`src/rtl/negacyclic_pkg.sv`:
```
// Shared types and modular helpers for the negacyclic binary/ternary MAC.
// Optional feature macro: TERNARY_EN (2-bit signed r coefficients).
package negacyclic_pkg;

    typedef enum logic [1:0] {IDLE, RUN, DONE} state_t;

    localparam int DEF_N     = 8;
    localparam int DEF_QW    = 12;
    localparam int DEF_Q     = 3329;
    localparam int DEF_LOG2N = $clog2(DEF_N);

    // Ternary r encoding, 2 bits per coefficient
    localparam logic [1:0] TRN_ZERO = 2'b00;
    localparam logic [1:0] TRN_POS  = 2'b01;
    localparam logic [1:0] TRN_RSV  = 2'b10;
    localparam logic [1:0] TRN_NEG  = 2'b11;

    // (a + b) mod q for a, b < q; callers cast to their coefficient width
    function automatic logic [31:0] mod_add(input logic [31:0] a, input logic [31:0] b,
                                            input logic [31:0] q);
        logic [32:0] s;
        s = {1'b0, a} + {1'b0, b};
        if (s >= {1'b0, q})
            s = s - {1'b0, q};
        return s[31:0];
    endfunction

    // (-x) mod q for x < q
    function automatic logic [31:0] mod_neg(input logic [31:0] x, input logic [31:0] q);
        return (x == 32'd0) ? 32'd0 : (q - x);
    endfunction

endpackage

```
`src/rtl/modq_add_tree.sv`:
```
// Pipelined mod-Q adder tree: N leaves reduced over log2(N) registered levels.
// Nodes use heap numbering: node n sums nodes 2n and 2n+1; leaves are nodes N..2N-1.
module modq_add_tree
    import negacyclic_pkg::*;
#(
    parameter int N  = DEF_N,
    parameter int QW = DEF_QW,
    parameter int Q  = DEF_Q
) (
    input  logic            i_clk,
    input  logic            i_rst_n,
    input  logic            i_vld,
    input  logic [N*QW-1:0] i_leaf,
    output logic            o_vld,
    output logic [QW-1:0]   o_sum
);
    localparam int LOG2N = $clog2(N);

    logic [QW-1:0]    r_node [1:N-1];
    logic [LOG2N-1:0] r_vld;
    logic [QW-1:0]    w_all  [2*N];

    // Flatten internal nodes and leaves into one heap-indexed view
    always_comb begin
        w_all[0] = '0;
        for (int n = 1; n < N; n++)
            w_all[n] = r_node[n];
        for (int j = 0; j < N; j++)
            w_all[N + j] = i_leaf[j*QW +: QW];
    end

    // One mod-Q add per node per cycle; valid marches alongside the levels
    always_ff @(posedge i_clk or negedge i_rst_n) begin
        if (!i_rst_n) begin
            for (int n = 1; n < N; n++)
                r_node[n] <= '0;
            r_vld <= '0;
        end else begin
            for (int n = 1; n < N; n++)
                r_node[n] <= QW'(mod_add(32'(w_all[2*n]), 32'(w_all[2*n+1]), 32'(Q)));
            r_vld[0] <= i_vld;
            for (int i = 1; i < LOG2N; i++)
                r_vld[i] <= r_vld[i-1];
        end
    end

    assign o_vld = r_vld[LOG2N-1];
    assign o_sum = r_node[1];

endmodule

```
`src/rtl/negacyclic_bin_mac.sv`:
```
// out = c1*r + c2 in Z_Q[x]/(x^N+1), r binary (or ternary with TERNARY_EN defined).
// A rotating register walks c1*x^k; each cycle one coefficient enters the adder tree.
module negacyclic_bin_mac
    import negacyclic_pkg::*;
#(
    parameter int N  = DEF_N,
    parameter int QW = DEF_QW,
    parameter int Q  = DEF_Q
) (
    input  logic            clk,
    input  logic            reset_n,
    input  logic            in_valid,
    output logic            in_ready,
    input  logic [N*QW-1:0] c1_in,
    input  logic [N*QW-1:0] c2_in,
`ifdef TERNARY_EN
    input  logic [2*N-1:0]  r_in,
`else
    input  logic [N-1:0]    r_in,
`endif
    output logic            out_valid,
    input  logic            out_ready,
    output logic [N*QW-1:0] out_data,
    output logic            busy
);
    localparam int LOG2N = $clog2(N);
    localparam int CW    = LOG2N + 1;
`ifdef TERNARY_EN
    localparam int RW = 2 * N;
`else
    localparam int RW = N;
`endif

    state_t           r_state;
    logic [QW-1:0]    r_a [N];
    logic [N*QW-1:0]  r_c2;
    logic [RW-1:0]    r_r;
    logic [CW-1:0]    r_iss_cnt;
    logic [LOG2N-1:0] r_wr_idx;
    logic [N*QW-1:0]  r_out_data;
    logic             r_out_valid;

    logic             w_issue;
    logic [N*QW-1:0]  w_leaf;
    logic             w_sum_vld;
    logic [QW-1:0]    w_sum;
    logic [QW-1:0]    w_c2_k;

    assign w_issue   = (r_state == RUN) && (r_iss_cnt != CW'(N));
    assign w_c2_k    = r_c2[r_wr_idx*QW +: QW];
    assign in_ready  = (r_state == IDLE);
    assign busy      = (r_state != IDLE);
    assign out_valid = r_out_valid;
    assign out_data  = r_out_data;

    // Leaf selection: r picks (or negates) the current rotated c1 coefficients
    always_comb begin
        w_leaf = '0;
        for (int j = 0; j < N; j++) begin
`ifdef TERNARY_EN
            case (r_r[2*j +: 2])
                TRN_POS:  w_leaf[j*QW +: QW] = r_a[j];
                TRN_NEG:  w_leaf[j*QW +: QW] = QW'(mod_neg(32'(r_a[j]), 32'(Q)));
                TRN_ZERO: w_leaf[j*QW +: QW] = '0;
                TRN_RSV:  w_leaf[j*QW +: QW] = '0;
                default:  w_leaf[j*QW +: QW] = '0;
            endcase
`else
            if (r_r[j])
                w_leaf[j*QW +: QW] = r_a[j];
`endif
        end
    end

    modq_add_tree #(
        .N  (N),
        .QW (QW),
        .Q  (Q)
    ) u_tree (
        .i_clk   (clk),
        .i_rst_n (reset_n),
        .i_vld   (w_issue),
        .i_leaf  (w_leaf),
        .o_vld   (w_sum_vld),
        .o_sum   (w_sum)
    );

    // FSM, operand capture, negacyclic rotation, +c2 stage and result buffer
    always_ff @(posedge clk or negedge reset_n) begin
        if (!reset_n) begin
            r_state <= IDLE;
            for (int j = 0; j < N; j++)
                r_a[j] <= '0;
            r_c2        <= '0;
            r_r         <= '0;
            r_iss_cnt   <= '0;
            r_wr_idx    <= '0;
            r_out_data  <= '0;
            r_out_valid <= 1'b0;
        end else begin
            case (r_state)
                IDLE: begin
                    if (in_valid) begin
                        // a_0 holds c1 already rotated by one negacyclic step per index
                        for (int j = 0; j < N; j++)
                            r_a[j] <= (j == 0) ? c1_in[0 +: QW]
                                      : QW'(mod_neg(32'(c1_in[((N-j)%N)*QW +: QW]), 32'(Q)));
                        r_c2      <= c2_in;
                        r_r       <= r_in;
                        r_iss_cnt <= '0;
                        r_wr_idx  <= '0;
                        r_state   <= RUN;
                    end
                end
                RUN: begin
                    if (w_issue) begin
                        for (int j = 1; j < N; j++)
                            r_a[j] <= r_a[j-1];
                        r_a[0]    <= QW'(mod_neg(32'(r_a[N-1]), 32'(Q)));
                        r_iss_cnt <= r_iss_cnt + CW'(1);
                    end
                    if (w_sum_vld) begin
                        r_out_data[r_wr_idx*QW +: QW] <=
                            QW'(mod_add(32'(w_sum), 32'(w_c2_k), 32'(Q)));
                        r_wr_idx <= r_wr_idx + 1'b1;
                        if (r_wr_idx == LOG2N'(N-1)) begin
                            r_state     <= DONE;
                            r_out_valid <= 1'b1;
                        end
                    end
                end
                DONE: begin
                    if (out_ready) begin
                        r_state     <= IDLE;
                        r_out_valid <= 1'b0;
                    end
                end
                default: r_state <= IDLE;
            endcase
        end
    end

endmodule

```
`config.mk`:
```
export PLATFORM = sky130hd
export DESIGN_NAME = negacyclic_bin_mac
export DESIGN_NICKNAME = d
export VERILOG_FILES = /design/src/rtl/negacyclic_pkg.sv /design/src/rtl/modq_add_tree.sv /design/src/rtl/negacyclic_bin_mac.sv
export SDC_FILE = /design/constraint.sdc
export NUM_CORES = 1
export LEC_CHECK = 0
export CORE_ASPECT_RATIO = 1.1
export CORE_MARGIN = 4
export CORE_UTILIZATION = 55
export CTS_BUF_LIST = sky130_fd_sc_hd__clkbuf_4
export DETAILED_ROUTE_END_ITERATION = 7
export GPL_TIMING_DRIVEN = 0
export PLACE_DENSITY = 0.78
export SYNTH_ARGS = -nofsm -noshare
export SYNTH_HDL_FRONTEND = slang
export SYNTH_SLANG_ARGS = --single-unit
```
`constraint.sdc`:
```
create_clock -name clk -period 7.8 [get_ports clk]
set_input_delay 1.56 -clock clk [delete_from_list [all_inputs] [get_ports clk]]
set_output_delay 1.56 -clock clk [all_outputs]
set_load 0.02 [all_outputs]
```
==> results.sh <==
export IMPL_run_status="finished clean"
export IMPL_slew_headroom_pct=11.13
export IMPL_async_reset_ff_share_pct=100.0
export IMPL_synth_nets=3224
export IMPL_placed_cell_area_sq_um=29320
export IMPL_die_w_um=213.2
export IMPL_critPathLaunchType="register"
export IMPL_synth_cell_area_sq_um=25460
export IMPL_final_max_slew_viol_count=0
export IMPL_fin_tns_setup_ns=0
export IMPL_rows=82
export IMPL_synth_area_per_cell_sq_um=8.835
export IMPL_vias=23910
export IMPL_htreeDepth=3
export IMPL_core_area_sq_um=45660
export IMPL_setup_viol=0
export IMPL_synthFlopType="dfrtp_1"
export IMPL_cts_made_buffers=100
export IMPL_final_min_clock_period_ns=7.404
export IMPL_track_usage_pct=33.90
export IMPL_pin_count=303
export IMPL_ys_top_cells_by_area="dfrtp_1 39%, nand2_1 7.5%, ha_1 6.3%"
export IMPL_clk_pin_slew_ns=0.07
export IMPL_cp_data_required_time_ns=8.56
export IMPL_cap_violations=0
export IMPL_place_hpwl_mm=67.90
export IMPL_ys_types=97
export IMPL_initial_core_util_pct=55.77
export IMPL_synth_top_area_share_pct=38.62
export IMPL_drive_above_1_share_pct=9.104
export IMPL_post_drt_wl_per_cell_um=21.55
export IMPL_synth_most_common_cell="nand2_1"
export IMPL_syn2layout_area_growth_pct=20.45
export IMPL_max_freq_mhz=135.1
export IMPL_synth_edf_count=0
export IMPL_place_congestion=0.9591
export IMPL_rsz0062_at_grt="no"
export IMPL_firstDrtPassIters=6
export IMPL_ys_ff_latch=393
export IMPL_hold_violations=0
export IMPL_die_h_um=233.7
export IMPL_cts_tree="built"
export IMPL_endpoint_kind="register"
export IMPL_multi_input_area_sq_um=14800
export IMPL_cts_setup_buffers=0
export IMPL_post_cts_resized=0
export IMPL_hold_class="reg -> reg"
export IMPL_worst_skew_pair_late_latency_ns=0.87
export IMPL_cp_max_fo=10
export IMPL_drc=0
export IMPL_clock_sinks=393
export IMPL_crit_arrival_ns=8.17
export IMPL_finalCritPeriodShare_pct=94.92
export IMPL_port_buffers=302
export IMPL_synthCells=2882
export IMPL_final_area_sq_um=30670
export IMPL_die_area_sq_um=49810
export IMPL_cts_hold_buffers=0
export IMPL_grt_antenna_before_repair=3
export IMPL_drt_vias_per_instance=6.036
export IMPL_clk_path_buf_depth=3
export IMPL_drt_iter0_markers=2004
export IMPL_fin_worst_skew_ns=0.05640
export IMPL_grt_pass1_vias=23960
export IMPL_fillers=3776
export IMPL_worstSetupPathType="reg -> reg"
export IMPL_ff_latch_area_sq_um=9834
export IMPL_antenna_left=0
export IMPL_clock_tree_root_cell="clkbuf_4"
export IMPL_grt_max_degree=113
export IMPL_nets=3633
export IMPL_grt_pass1_wl_mm=131.5
export IMPL_drt_wl_total_mm=85.36
export IMPL_yosysWarnings=0
export IMPL_synth_largest_area_cell="dfrtp_1"
export IMPL_yosysSeqAreaShare_pct=38.62
export IMPL_synth_cells_most_frequent="512 x nand2_1, 393 x dfrtp_1, 282 x nor2_1"
export IMPL_gr_total_overflow=0
export IMPL_worst_pin_slew_ns=1.316
-- cells in the final DEF, fill, tap and decap left out, drive strengths merged, types with 9 or more instances in the layout --
master and instances:
nand3 77, or4 13, xor2 79, a22oi 20
o221ai 12, mux4 24, nor2 284, fa 9
and3 15, mux2 74, a21boi 14, and2 117
a21o 36, ha 129, a31oi 14, o21bai 20
clkbuf 232, o21a 18, clkinv 38, nand4 16
dfrtp 393, o22ai 11, a221oi 54, a211oi 31
nand2 513, clkdlybuf4s50 301, nor3 79, inv 108
xnor2 121, buf 19, o211ai 28, nand2b 24
a21oi 122, or3 25, mux2i 9, nor4 15
or2 15, o21ai 129
-- routing by layer --
layer	vias to the layer above	part of all wire, %	routed length (um)	GRT usage, %
li1	11070	-	-	-
met2	1054	49	42090	58.47
met1	11470	37	31980	38.87
met3	311	6.0	5107	5.494
met5	-	0.015	13	0
met4	2	7.2	6166	22.16
-- layout make-up --
class / count / area share [%]
multi-input cells: 2275 / 48.27
repair buffers: 307 / 10.19
clock inverters: 44 / 0.9751
well taps: 588 / 2.399
plain buffers: 107 / 1.375
flip-flops and latches: 393 / 32.07
diodes: 1 / 0.008160
inverters: 107 / 1.310
clock buffers: 139 / 3.403
-- final timing paths --
| kind | startpoint | to | cells after the start | slack, ns |
|---|---|---|---|---|
| setup / recovery | r_wr_idx[0] | out_data[19] | 17 | 0.40 |
| hold / removal | u_tree.r_vld[1] | u_tree.r_vld[2] | 0 | 0.35 |
| setup reg to reg | r_wr_idx[0] | out_data[19] | 17 | 0.40 |
| hold reg to reg | u_tree.r_vld[1] | u_tree.r_vld[2] | 0 | 0.35 |
| max in group asynchronous | reset_n | r_c2[82] | 3 | 5.62 |
| min in group asynchronous | reset_n | out_data[35] | 1 | 0.72 |
-- state kept, by name, summed over array words and instances, names as in the netlist --
name           cells
r_wr_idx           3
r_r                8
out_data          96
u_tree.r_node     72
r_c2              96
u_tree.r_vld       3
out_valid          1
r_iss_cnt          4
r_a               96
r_state            2
u_tree.o_sum      12
-- kinds of logic (layout without fill, tap and decap cells) --
logic type,count (synthesis),count (layout),share of synthesized area [%]
flip-flops,393,393,38.62
multiplexers,107,107,5.813
adder cells (fa/ha/maj),138,138,7.047
XOR/XNOR,200,200,6.909
buffers and inverters,214,704,3.233
AND/OR/NAND/NOR,1224,1224,21.86
other,0,1,0
AO/OA/AOI/OAI,606,606,16.52
-- through the flow --
step	cells	hold WS (ns)	setup slack, ns	utilization [%]
6_report	3961	0.3530	0.3964	67.17
5_1_grt	3961	0.3621	0.003356	67.17
4_1_cts	3960	0.3554	0.5407	67.17
3_5_place_dp	3777	0.3397	0.5543	64.23
3_3_place_gp	3772	0.3376	-11.27	64.00
2_1_floorplan	2882	0.3312	2.420	-
-- critical path, cell delays in order (launching register included) --
cell	delay (ns)
dfrtp_1	0.34
clkbuf_1	0.36
buf_1	0.55
buf_1	0.70
mux4_2	0.64
nand2_1	0.11
nand2_1	0.16
ha_1	0.27
fa_1	0.41
a211o_1	0.35
and3_1	0.25
o22ai_2	0.27
o21ai_1	0.21
clkbuf_1	0.28
o311ai_0	1.16
o21ai_1	0.30
o211ai_1	0.66
mux2_2	0.29
Power is left out: the tool's default activity adds up to more than one toggle a clock period on the data nets, which glitch-free logic cannot reach.
